<file path="src/rtl/dmem_copy_if.sv">
// Request/status and data-memory port bundle for the copy engine.
// The engine drives the memory port as master; the memory/control side is slave.
interface dmem_copy_if #(
    parameter int LEN_W = 7
);
    logic             start;
    logic [7:0]       src;
    logic [7:0]       dst;
    logic [LEN_W-1:0] len;
    logic             abort;
    logic             busy;
    logic             done;
    logic             err;
    logic [LEN_W-1:0] count;
    logic [31:0]      mem_a;
    logic [31:0]      mem_wd;
    logic             mem_we;
    logic [31:0]      mem_rd;

    modport master (
        input  start, src, dst, len, abort, mem_rd,
        output busy, done, err, count, mem_a, mem_wd, mem_we
    );

    modport slave (
        output start, src, dst, len, abort, mem_rd,
        input  busy, done, err, count, mem_a, mem_wd, mem_we
    );
endinterface

</file>
<file path="src/rtl/dmem_copy_engine.sv">
// Word-at-a-time block copier for the 256-byte data memory.
// Reads one big-endian word into a single buffer, writes it back, repeats.
module dmem_copy_engine #(
    parameter int MEM_BYTES = 256,
    parameter int LEN_W     = 7
) (
    input  logic         clk,
    input  logic         rst_n,
    dmem_copy_if.master  bus
);
    typedef enum logic [2:0] {IDLE, CHECK, READ, WRITE, FIN} state_t;

    state_t           state, state_n;
    logic [7:0]       sptr, dptr;
    logic [LEN_W-1:0] rem;
    logic [LEN_W-1:0] cnt;
    logic [31:0]      wbuf;
    logic             err_q;

    // End addresses are formed in 10 bits so a 64-word copy from a high
    // address cannot alias back into range.
    logic [9:0] s_end, d_end;
    logic       oob;
    assign s_end = 10'(sptr) + (10'(rem) << 2);
    assign d_end = 10'(dptr) + (10'(rem) << 2);
    assign oob   = (s_end > 10'(MEM_BYTES)) || (d_end > 10'(MEM_BYTES));

    // State register.
    always_ff @(posedge clk or negedge rst_n) begin
        if (!rst_n) state <= IDLE;
        else        state <= state_n;
    end

    // Next-state: abort wins over everything once a copy is accepted.
    always_comb begin
        state_n = state;
        case (state)
            IDLE:  if (bus.start) state_n = CHECK;
            CHECK: begin
                if (bus.abort || oob || rem == '0) state_n = FIN;
                else                               state_n = READ;
            end
            READ:  state_n = bus.abort ? FIN : WRITE;
            WRITE: begin
                if (bus.abort || rem == LEN_W'(1)) state_n = FIN;
                else                               state_n = READ;
            end
            FIN:   state_n = IDLE;
            default: state_n = IDLE;
        endcase
    end

    // Datapath: latch request, buffer the word, advance after each write.
    always_ff @(posedge clk or negedge rst_n) begin
        if (!rst_n) begin
            sptr  <= '0;
            dptr  <= '0;
            rem   <= '0;
            cnt   <= '0;
            wbuf  <= '0;
            err_q <= 1'b0;
        end else begin
            case (state)
                IDLE: if (bus.start) begin
                    sptr  <= bus.src;
                    dptr  <= bus.dst;
                    rem   <= bus.len;
                    cnt   <= '0;
                    err_q <= 1'b0;
                end
                CHECK: if (bus.abort || oob) err_q <= 1'b1;
                READ: begin
                    if (bus.abort) err_q <= 1'b1;
                    else           wbuf  <= bus.mem_rd;
                end
                WRITE: begin
                    // An aborted write still reaches memory but is not counted.
                    if (bus.abort) err_q <= 1'b1;
                    else begin
                        sptr <= sptr + 8'd4;
                        dptr <= dptr + 8'd4;
                        cnt  <= cnt + LEN_W'(1);
                        rem  <= rem - LEN_W'(1);
                    end
                end
                default: ;
            endcase
        end
    end

    // Memory port and status are pure decodes of state so reset clears them at once.
    always_comb begin
        bus.mem_a  = 32'd0;
        bus.mem_wd = 32'd0;
        bus.mem_we = 1'b0;
        case (state)
            READ:  bus.mem_a = {24'd0, sptr};
            WRITE: begin
                bus.mem_a  = {24'd0, dptr};
                bus.mem_wd = wbuf;
                bus.mem_we = 1'b1;
            end
            default: ;
        endcase
    end

    assign bus.busy  = (state == READ) || (state == WRITE);
    assign bus.done  = (state == FIN);
    assign bus.err   = err_q;
    assign bus.count = cnt;
endmodule

</file>
<file path="src/flat_wrapper.sv">
// flat-port wrapper written by rule: the top's interface ports become plain ports
module dmem_copy_engine_flat 
#(
    parameter int MEM_BYTES = 256,
    parameter int LEN_W     = 7
)
  (clk, rst_n, bus_start, bus_src, bus_dst, bus_len, bus_abort, bus_mem_rd, bus_busy, bus_done, bus_err, bus_count, bus_mem_a, bus_mem_wd, bus_mem_we);
  dmem_copy_if #(.LEN_W(LEN_W)) bus_i ();
  input  logic clk;
  input  logic rst_n;
  input wire logic [$bits(bus_i.start)-1:0] bus_start;
  input wire logic [$bits(bus_i.src)-1:0] bus_src;
  input wire logic [$bits(bus_i.dst)-1:0] bus_dst;
  input wire logic [$bits(bus_i.len)-1:0] bus_len;
  input wire logic [$bits(bus_i.abort)-1:0] bus_abort;
  input wire logic [$bits(bus_i.mem_rd)-1:0] bus_mem_rd;
  output wire logic [$bits(bus_i.busy)-1:0] bus_busy;
  output wire logic [$bits(bus_i.done)-1:0] bus_done;
  output wire logic [$bits(bus_i.err)-1:0] bus_err;
  output wire logic [$bits(bus_i.count)-1:0] bus_count;
  output wire logic [$bits(bus_i.mem_a)-1:0] bus_mem_a;
  output wire logic [$bits(bus_i.mem_wd)-1:0] bus_mem_wd;
  output wire logic [$bits(bus_i.mem_we)-1:0] bus_mem_we;
  assign bus_i.start = bus_start;
  assign bus_i.src = bus_src;
  assign bus_i.dst = bus_dst;
  assign bus_i.len = bus_len;
  assign bus_i.abort = bus_abort;
  assign bus_i.mem_rd = bus_mem_rd;
  assign bus_busy = bus_i.busy;
  assign bus_done = bus_i.done;
  assign bus_err = bus_i.err;
  assign bus_count = bus_i.count;
  assign bus_mem_a = bus_i.mem_a;
  assign bus_mem_wd = bus_i.mem_wd;
  assign bus_mem_we = bus_i.mem_we;
  dmem_copy_engine #(.MEM_BYTES(MEM_BYTES), .LEN_W(LEN_W)) u_core (.clk(clk), .rst_n(rst_n), .bus(bus_i));
endmodule
</file>
<file path="config.mk">
export PLATFORM = sky130hd
export DESIGN_NAME = dmem_copy_engine_flat
export DESIGN_NICKNAME = d
export VERILOG_FILES = /design/src/rtl/dmem_copy_if.sv /design/src/rtl/dmem_copy_engine.sv /design/src/flat_wrapper.sv
export SDC_FILE = /design/constraint.sdc
export NUM_CORES = 1
export LEC_CHECK = 0
export ABC_AREA = 1
export BUFFER_PORTS_ARGS = -buffer_cell sky130_fd_sc_hd__buf_2
export CORE_ASPECT_RATIO = 0.5
export CORE_UTILIZATION = 45
export CTS_CLUSTER_DIAMETER = 120
export DETAILED_ROUTE_END_ITERATION = 12
export PLACE_DENSITY = 0.77
export SKIP_LAST_GASP = 1
export SYNTH_ARGS = -nofsm -noshare
export SYNTH_HDL_FRONTEND = slang
export SYNTH_SLANG_ARGS = --single-unit
</file>
<file path="constraint.sdc">
create_clock -name clk -period 5.9 [get_ports clk]
set_clock_uncertainty 0.2 [all_clocks]
set_input_delay 1.18 -clock clk [delete_from_list [all_inputs] [get_ports clk]]
set_output_delay 1.18 -clock clk [all_outputs]
set_load 0.02 [all_outputs]
</file>
==> metrics.txt, run 1 <==
met1 Resource Use GR 27.3%; met2 Use GR 34.7%; Hold Crit Class flop to flop; syn avg cell area 7.33 um2; Area contributors post-synth dfrtp_1, nor2_1, nand2_1; critical-path cell list inv_2 > nand2_2 > nor2_4 > inv_2 > o22ai_1 > buf_2; Power Density 483 mW/mm2; Sink Count 66; die width 138 um; post-synth top area cell dfrtp_1; Slew HR 28.9%; initial core utilization 46.9%; CTS Buffer Depth 2; fillcell total 838; Switch Pwr 1050 uW; CP Depth 6; CP Class flop to output port; grt ovf 0; hpwl dp 6.84 mm; Layout Cells excl Fill 787; 1st-pass router iterations 4; EDFF count, synth 0; flops & latches, synth 66; combinational power share 46.8%; status complete, no violations; Post-Place Cells 771; Max Slew Vio Count 0; Yosys cell types 34; Num CTS Buffers 9; most frequent cells in the layout buf_2, nor2_1, nand2_1; post-synthesis sequential area ratio 39.9%; Worst setup EP type output port; Core Util, Final 55.8%; Final Hold Viols 0; # IOs 134; cell-internal power 1330 uW; Syn Inst Count 565; Critical Path Fanout Max 59; most common cell after layout, fill and taps aside buf_2; vias per cell 4.95; Antenna diodes 0; CTS tree built; Clk Latency, worst-skew pair 0.33 ns; buffers added on ports 109; Slowest-stage cell, CP inv_2; CP Buf/Inv Count 3; die height 69.8 um; Post-synth ARST share 100%; Die ar. 0.00962 mm2; Sum Neg Setup Slack 0 ns; Mapped Area 0.00414 mm2; Static Leakage 0.00286 uW; Final Setup Violations 0; Worst Min Path Start u_core.bus.err; Site Rows 24; first-pass GRT wire length 15.8 mm; Worst-Margin Slew 1.06 ns; RSZ-0062 raised after global routing false; drt drc 0; Iter 0 DRT Violations 257; fin area 0.00493 mm2; Seq pwr share 32.7%; CTS H-tree lvls 3; Worst Setup Start Kind flop; fraction of layout cells with a size suffix above 1 21.9%; Tmin final 3.94 ns; Clock Root Buffer clkbuf_16; Reg-to-Reg Start u_core.state[2]; Worst Hold Slack 0.271 ns; Hold Path Depth 2; postcts setup bufs 0; GRT Max-Usage Layer met2; largest net degree at the start of global routing 67; post-route ant nets 0; fraction of the cycle the final worst path needs 66.8%; most frequent CP cell inv_2; CP required 4.52 ns; Post-CTS Resized 0; average routed wire per standard cell 12.0 um; CP top delay family buffers and inverters; Area Overhead vs Synth 18.9%; max cap viols 0; met3 GRT Util 5.41%; switch share 44.0%; initial antenna violation count 0; via count 3897; worst r2r path cells 11; Yosys top cell area share 39.9%; Post-Route WL 9.43 mm; Reg clk slew, reported paths 0.05 ns; synth warn 0; Critical path origin u_core.state[2]; area post-placement 0.00465 mm2; Crit path arrival time 2.56 ns; fmax 0.254 GHz; commonest register cell after synthesis dfrtp_1; gr usage total 21.2%; number of global-route vias before repair 3537; # hold bufs at CTS 0; RePlAce Congestion 0.910; worst ir drop on vdd 0.000194 V; Final #Nets 743; Std-Cell Core Area 0.00883 mm2; highest cell delay on the worst timing path 0.58 ns; power share of the clock group 20.5%
-- layout make-up --
cell class | count | area, um2 | area share, %
multi-input combinational | 387 | 1960 | 39.8
sequential | 66 | 1650 | 33.5
timing repair buffer | 110 | 553 | 11.2
inverter | 91 | 343 | 6.96
clock buffer | 11 | 243 | 4.93
tap | 117 | 146 | 2.97
clock inverter | 5 | 30.0 | 0.610
-- path summary, 6_finish.rpt --
kind	slack, ns	end
min in group asynchronous	0.83	u_core.state[2]
hold / removal	0.27	u_core.bus.err
max in group asynchronous	4.12	u_core.wbuf[21]
hold reg to reg	0.27	u_core.bus.err
setup reg to reg	3.13	u_core.bus.count[6]
setup / recovery	1.96	bus_mem_a[5]
-- through the flow --
step	power [uW]	setup slack, ns
global route	2610	1.70
finish	2380	1.96
CTS	2390	1.96
detailed placement	1890	2.32
global placement	1850	2.42
floorplan	1630	3.15
-- metal layers --
metal / vias up / part of all wire (%)
met5: - / 0
met4: 0 / 1.9
met3: 18 / 5.0
met2: 119 / 48
met1: 1803 / 45
li1: 1957 / -
-- registers in the layout, indices dropped and copies added, names as in the netlist --
signal	cells
u_core.bus.err	1
u_core.bus.count	7
u_core.state	3
u_core.dptr	8
u_core.sptr	8
u_core.rem	7
u_core.wbuf	32
-- Yosys cell counts, drive strengths merged (5+ instances only) --
cell	count
inv	90
a21oi	50
o22ai	11
dfrtp	66
nor2	95
buf	42
nand3	22
nand2	95
ha	17
a31oi	5
nor3	12
nand4	7
o21ai	29
-- power by group through the flow --
stage / Combinational (uW) / Clock (uW) / Sequential [uW]
after detailed placement: 1110 / 0 / 783
after global routing: 1290 / 516 / 799
after global placement: 1070 / 0 / 774
after floorplan: 890 / 0 / 743
after CTS: 1120 / 494 / 778
final: 1110 / 487 / 779
-- tightest hold or removal path: cells and delay by family (launching register included) --
kind	cells	cell delay, ns
flip-flops	1	0.34
AND/OR/NAND/NOR	2	0.09
-- kinds of logic after synthesis --
family	Yosys count	synth area share, %
other cells	1	0.0905
xor+xnor	3	0.634
compound gates	105	13.9
simple gates	236	24.4
buf+inv	135	15.0
flops	66	39.9
fa+ha+maj	19	6.10
(Power assumes the default switching activity.)
==> inputs of run 2 (changes only) <==
==> constraint.sdc (replaced) <==
create_clock -name clk -period 3.95 [get_ports clk]
set_clock_uncertainty 0.2 [all_clocks]
set_input_delay 0.79 -clock clk [delete_from_list [all_inputs] [get_ports clk]]
set_output_delay 0.79 -clock clk [all_outputs]
set_load 0.02 [all_outputs]
==> metrics.txt, run 2 (synthesis gave the netlist of run 1 again) <==
first-pass GRT wire length 15.9 mm (was 15.8 mm); combinational power share 46.6% (was 46.8%); 1st-pass router iterations 4 (unchanged); CP required 2.96 ns (was 4.52 ns); # hold bufs at CTS 0 (unchanged); initial antenna violation count 0 (unchanged); Sink Count 66 (unchanged); Worst Setup Start Kind flop (unchanged); reg2reg setup slack 1.35 ns (was 3.13 ns); via count 3848 (was 3897); # IOs 134 (unchanged); Iter 0 DRT Violations 196 (was 257); Reg-to-Reg Start u_core.state[2] (unchanged); Clk Latency, worst-skew pair 0.33 ns (about the same); Reg clk slew, reported paths 0.05 ns (about the same); Max Slew Vio Count 0 (unchanged); drt drc 0 (unchanged); grt ovf 0 (unchanged); CTS tree built (unchanged); Critical path origin u_core.state[2] (unchanged); Final Hold Viols 0 (unchanged); Tmin final 2.94 ns; Largest register FFs 32 (unchanged); most common cell after layout, fill and taps aside buf_2 (unchanged); Seq pwr share 32.6% (was 32.7%); fillcell total 840 (was 838); RePlAce Congestion 0.958 (was 0.910); Slew HR 26.6% (was 28.9%); Post-Route WL 9.36 mm (was 9.43 mm); Most flops, register u_core.wbuf (unchanged); Core Util, Final 56.2% (was 55.8%); die width 138 um (unchanged); vias per cell 4.87 (was 4.95); post-route ant nets 0 (unchanged); Post-CTS Resized 0 (unchanged); Layout Cells excl Fill 790 (was 787); Setup WS post-layout 1.01 ns (was 1.96 ns); Power Density 719 mW/mm2 (was 483 mW/mm2); largest net degree at the start of global routing 66 (was 67); worst r2r path cells 12 (was 11); fmax 0.340 GHz; Clock Root Buffer clkbuf_16 (unchanged); Crit path arrival time 1.95 ns (was 2.56 ns); Num CTS Buffers 9 (unchanged); cell-internal power 2010 uW (was 1330 uW); number of global-route vias before repair 3562 (was 3537); Switch Pwr 1560 uW (was 1050 uW); Total Power 3570 uW (was 2380 uW); most frequent cells in the layout buf_2, nor2_1, nand2_1 (unchanged); Sum Neg Setup Slack 0 ns (unchanged); max cap viols 0 (unchanged); Antenna diodes 0 (unchanged); status complete, no violations (unchanged); worst ir drop on vdd 0.000311 V (was 0.000194 V); die height 69.8 um (unchanged); multi-input logic area 0.00196 mm2 (unchanged); Crit Reg-Reg Endpoint u_core.bus.count[6] (unchanged); gr usage total 21.4% (was 21.2%); Final #Nets 746 (was 743); Worst setup EP type output port (unchanged); hpwl dp 7.06 mm (was 6.84 mm); CTS Buffer Depth 2 (unchanged); switch share 43.6% (was 44.0%); Area Overhead vs Synth 19.7% (was 18.9%); Final Setup Violations 0 (unchanged); Worst-Margin Slew 1.10 ns (was 1.06 ns); CP Class flop to output port (unchanged); initial core utilization 46.9% (unchanged); Top Registers u_core.wbuf: 32 flops, u_core.dptr: 8 flops, u_core.sptr: 8 flops (unchanged); fraction of the cycle the final worst path needs 74.4%; Critical Path End bus_mem_a[5] (unchanged); Critical Path Fanout Max 29 (was 59); CTS H-tree lvls 3 (unchanged); Std-Cell Core Area 0.00883 mm2 (unchanged); Die ar. 0.00962 mm2 (unchanged); postcts setup bufs 0 (unchanged); fraction of layout cells with a size suffix above 1 22.3% (was 21.9%); Static Leakage 0.00289 uW (was 0.00286 uW); Site Rows 24 (unchanged); FF+latch area 0.00165 mm2 (unchanged); RSZ-0062 raised after global routing false (unchanged); average routed wire per standard cell 11.8 um (was 12.0 um); buffers added on ports 109 (unchanged); Post-Place Cells 774 (was 771); power share of the clock group 20.8% (was 20.5%); Hold Crit Class input port to async pin (was flop to flop); pre-CTS WS 1.34 ns (was 2.32 ns)
## run 2: stage by stage
step | instance area, um2 | hold WS [ns]
detailed placement | 4680 | 0.296
floorplan | 4230 | 0.272
global route | 4960 | 0.134
finish | 4960 | 0.127
CTS | 4960 | 0.127
global placement | 4680 | 0.251
## run 2: area by class of cell
class,instances,area share (%)
Multi-Input combinational cell,387,39.5
Sequential cell,66,33.3
Timing Repair Buffer,113,11.6
Inverter,91,6.91
Clock buffer,12,5.17
Tap cell,117,2.95
Clock inverter,4,0.530
## run 2: worst min-delay path by stage
stage / start / to / slack (ns) / cells after the start
floorplan: u_core.sptr[0] / u_core.sptr[0] / 0.27 / 2
global placement: u_core.bus.err / u_core.bus.err / 0.25 / 2
detailed placement: u_core.bus.err / u_core.bus.err / 0.30 / 2
CTS: rst_n / u_core.state[2] / 0.13 / 1
global route: rst_n / u_core.state[2] / 0.13 / 1
finish: rst_n / u_core.state[2] / 0.13 / 1
## run 2: critical path, cell delays in order (launching register included)
cell and delay (ns):
dfrtp_1 0.42, inv_2 0.07, nand2_2 0.12, nor2_4 0.05, inv_2 0.38, buf_4 0.30
o22ai_1 0.10, buf_2 0.17
## run 2: per-layer routing
metal,up-vias,GRT usage [%],part of all wire [%]
li1,1973,-,-
met1,1735,27.2,46
met2,125,35.0,47
met3,15,5.12,5.2
met4,0,8.45,1.9
met5,-,0,0
## run 2: power by group through the flow
stage                     combinational, uW  sequential [uW]  clock, uW
after floorplan                        1330             1110          0
after global placement                 1610             1160          0
after detailed placement               1650             1170          0
after CTS                              1670             1160        761
after global routing                   1930             1200        787
final                                  1660             1160        742
==> inputs of run 3 (changes only) <==
==> constraint.sdc (replaced) <==
create_clock -name clk -period 3.05 [get_ports clk]
set_clock_uncertainty 0.2 [all_clocks]
set_input_delay 0.61 -clock clk [delete_from_list [all_inputs] [get_ports clk]]
set_output_delay 0.61 -clock clk [all_outputs]
set_load 0.02 [all_outputs]
==> metrics.txt, run 3 (synthesis gave the netlist of run 1 again) <==
status complete, no violations (unchanged); Worst-Margin Slew 0.571 ns (was 1.10 ns); met2 Use GR 36.1% (was 35.0%); fraction of the cycle the final worst path needs 86.1%; CTS tree built (unchanged); initial antenna violation count 0 (unchanged); Setup WS post-layout 0.425 ns (was 1.01 ns); Final #Nets 750 (was 746); hpwl dp 7.27 mm (was 7.06 mm); met3 GRT Util 4.97% (was 5.12%); Max Slew Vio Count 0 (unchanged); Worst Setup Start Kind flop (unchanged); max cap viols 0 (unchanged); CP Class flop to output port (unchanged); die height 69.8 um (unchanged); # IOs 134 (unchanged); Post-Route WL 9.83 mm (was 9.36 mm); power share of the clock group 22.8% (was 20.8%); first-pass GRT wire length 16.2 mm (was 15.9 mm); Critical Path Fanout Max 26 (was 29); initial core utilization 46.9% (unchanged); Antenna diodes 0 (unchanged); combinational power share 45.9% (was 46.6%); switch share 42.9% (was 43.6%); vias per cell 4.98 (was 4.87); most frequent cells in the layout buf_2, nor2_1, nand2_1 (unchanged); buffers added on ports 109 (unchanged); drt drc 0 (unchanged); Seq pwr share 31.2% (was 32.6%); average routed wire per standard cell 12.4 um (was 11.8 um); area post-placement 0.00472 mm2 (was 0.00468 mm2); Worst setup EP type output port (unchanged); most common cell after layout, fill and taps aside buf_2 (unchanged); fmax 0.381 GHz; Clock Root Buffer clkbuf_16 (unchanged); fillcell total 824 (was 840); # hold bufs at CTS 1 (was 0); CTS H-tree lvls 3 (unchanged); Worst Hold Slack 0.280 ns (was 0.127 ns); Reg clk slew, reported paths 0.05 ns (about the same); Area Overhead vs Synth 22.0% (was 19.7%); CTS Buffer Depth 2 (unchanged); CP Buf/Inv Count 4 (unchanged); largest net degree at the start of global routing 41 (was 66); Final Hold Viols 0 (unchanged); number of global-route vias before repair 3544 (was 3562); Tmin final 2.62 ns; post-route ant nets 0 (unchanged); pre-CTS WS 0.757 ns (was 1.34 ns); Sink Count 66 (unchanged); Final Setup Violations 0 (unchanged); Clk Latency, worst-skew pair 0.33 ns (about the same); gr usage total 21.9% (was 21.4%); Sum Neg Setup Slack 0 ns (unchanged); Power Density 959 mW/mm2 (was 719 mW/mm2); Crit path arrival time 1.81 ns (was 1.95 ns); RePlAce Congestion 0.923 (was 0.958); worst ir drop on vdd 0.000374 V (was 0.000311 V); Static Leakage 0.00293 uW (was 0.00289 uW); die width 138 um (unchanged); GRT Max-Usage Layer met2 (unchanged); Slowest-stage cell, CP dfrtp_1 (unchanged); cell-internal power 2770 uW (was 2010 uW); met1 Resource Use GR 28.9% (was 27.2%); Die ar. 0.00962 mm2 (unchanged); CP required 2.24 ns (was 2.96 ns); postcts setup bufs 0 (unchanged); Switch Pwr 2080 uW (was 1560 uW); critical-path cell list inv_2 > nand2_2 > nor2_4 > inv_2 > buf_12 > o22ai_1 > buf_2 (was inv_2 > nand2_2 > nor2_4 > inv_2 > buf_4 > o22ai_1 > buf_2); Total Power 4850 uW (was 3570 uW); via count 3951 (was 3848); highest cell delay on the worst timing path 0.41 ns (was 0.42 ns); Slew HR 61.6% (was 26.6%); RSZ-0062 raised after global routing false (unchanged); Hold Crit Class input port to flop (was input port to async pin); grt ovf 0 (unchanged); Iter 0 DRT Violations 259 (was 196); Num CTS Buffers 9 (unchanged); Top Registers u_core.wbuf: 32 flops, u_core.dptr: 8 flops, u_core.sptr: 8 flops (unchanged); fin area 0.00505 mm2 (was 0.00496 mm2); most frequent CP cell inv_2 (unchanged); 1st-pass router iterations 4 (unchanged); Post-CTS Resized 0 (unchanged); Most flops, register u_core.wbuf (unchanged); Largest register FFs 32 (unchanged); Site Rows 24 (unchanged); CP top delay family buffers and inverters (unchanged); Std-Cell Core Area 0.00883 mm2 (unchanged); fraction of layout cells with a size suffix above 1 22.6% (was 22.3%)
run 3: metrics by stage:
step | utilization, % | cells
floorplan | - | 588
global placement | 53.5 | 777
detailed placement | 53.5 | 777
CTS | 57.2 | 794
global route | 57.2 | 794
finish | 57.2 | 794
run 3: power by group through the flow:
stage | clock [uW] | combinational (uW) | sequential (uW)
floorplan | 0 | 1720 | 1440
global placement | 0 | 2120 | 1500
detailed placement | 0 | 2180 | 1510
CTS | 1120 | 2210 | 1510
global route | 1170 | 2550 | 1550
finish | 1110 | 2230 | 1510
run 3: path summary, 6_finish.rpt:
kind | startpoint | to | slack, ns | depth (start not counted)
min | bus_src[1] | u_core.sptr[1] | 0.28 | 3
max | u_core.state[2] | bus_mem_a[7] | 0.43 | 7
min reg2reg | u_core.bus.err | u_core.bus.err | 0.29 | 2
min in group asynchronous | rst_n | u_core.dptr[0] | 0.44 | 2
max reg2reg | u_core.sptr[2] | u_core.bus.err | 0.70 | 13
max in group asynchronous | rst_n | u_core.rem[2] | 1.59 | 3
run 3: worst min-delay path, cell delays in order:
cell     delay [ns]
buf_2          0.08
nand2_1        0.04
nand2_1        0.04
run 3: area by class of cell:
type	count	area, um2	area share, %
Clock inverter	5	77.6	1.54
Tap cell	117	146	2.90
Timing Repair Buffer	117	633	12.5
Clock buffer	11	243	4.80
Inverter	91	343	6.78
Sequential cell	66	1650	32.7
Multi-Input combinational cell	387	1960	38.8
run 3: routing by layer:
layer / up-vias / wire length [um]
li1: 1976 / -
met1: 1812 / 4460
met2: 151 / 4720
met3: 12 / 510
met4: 0 / 143
met5: - / 0
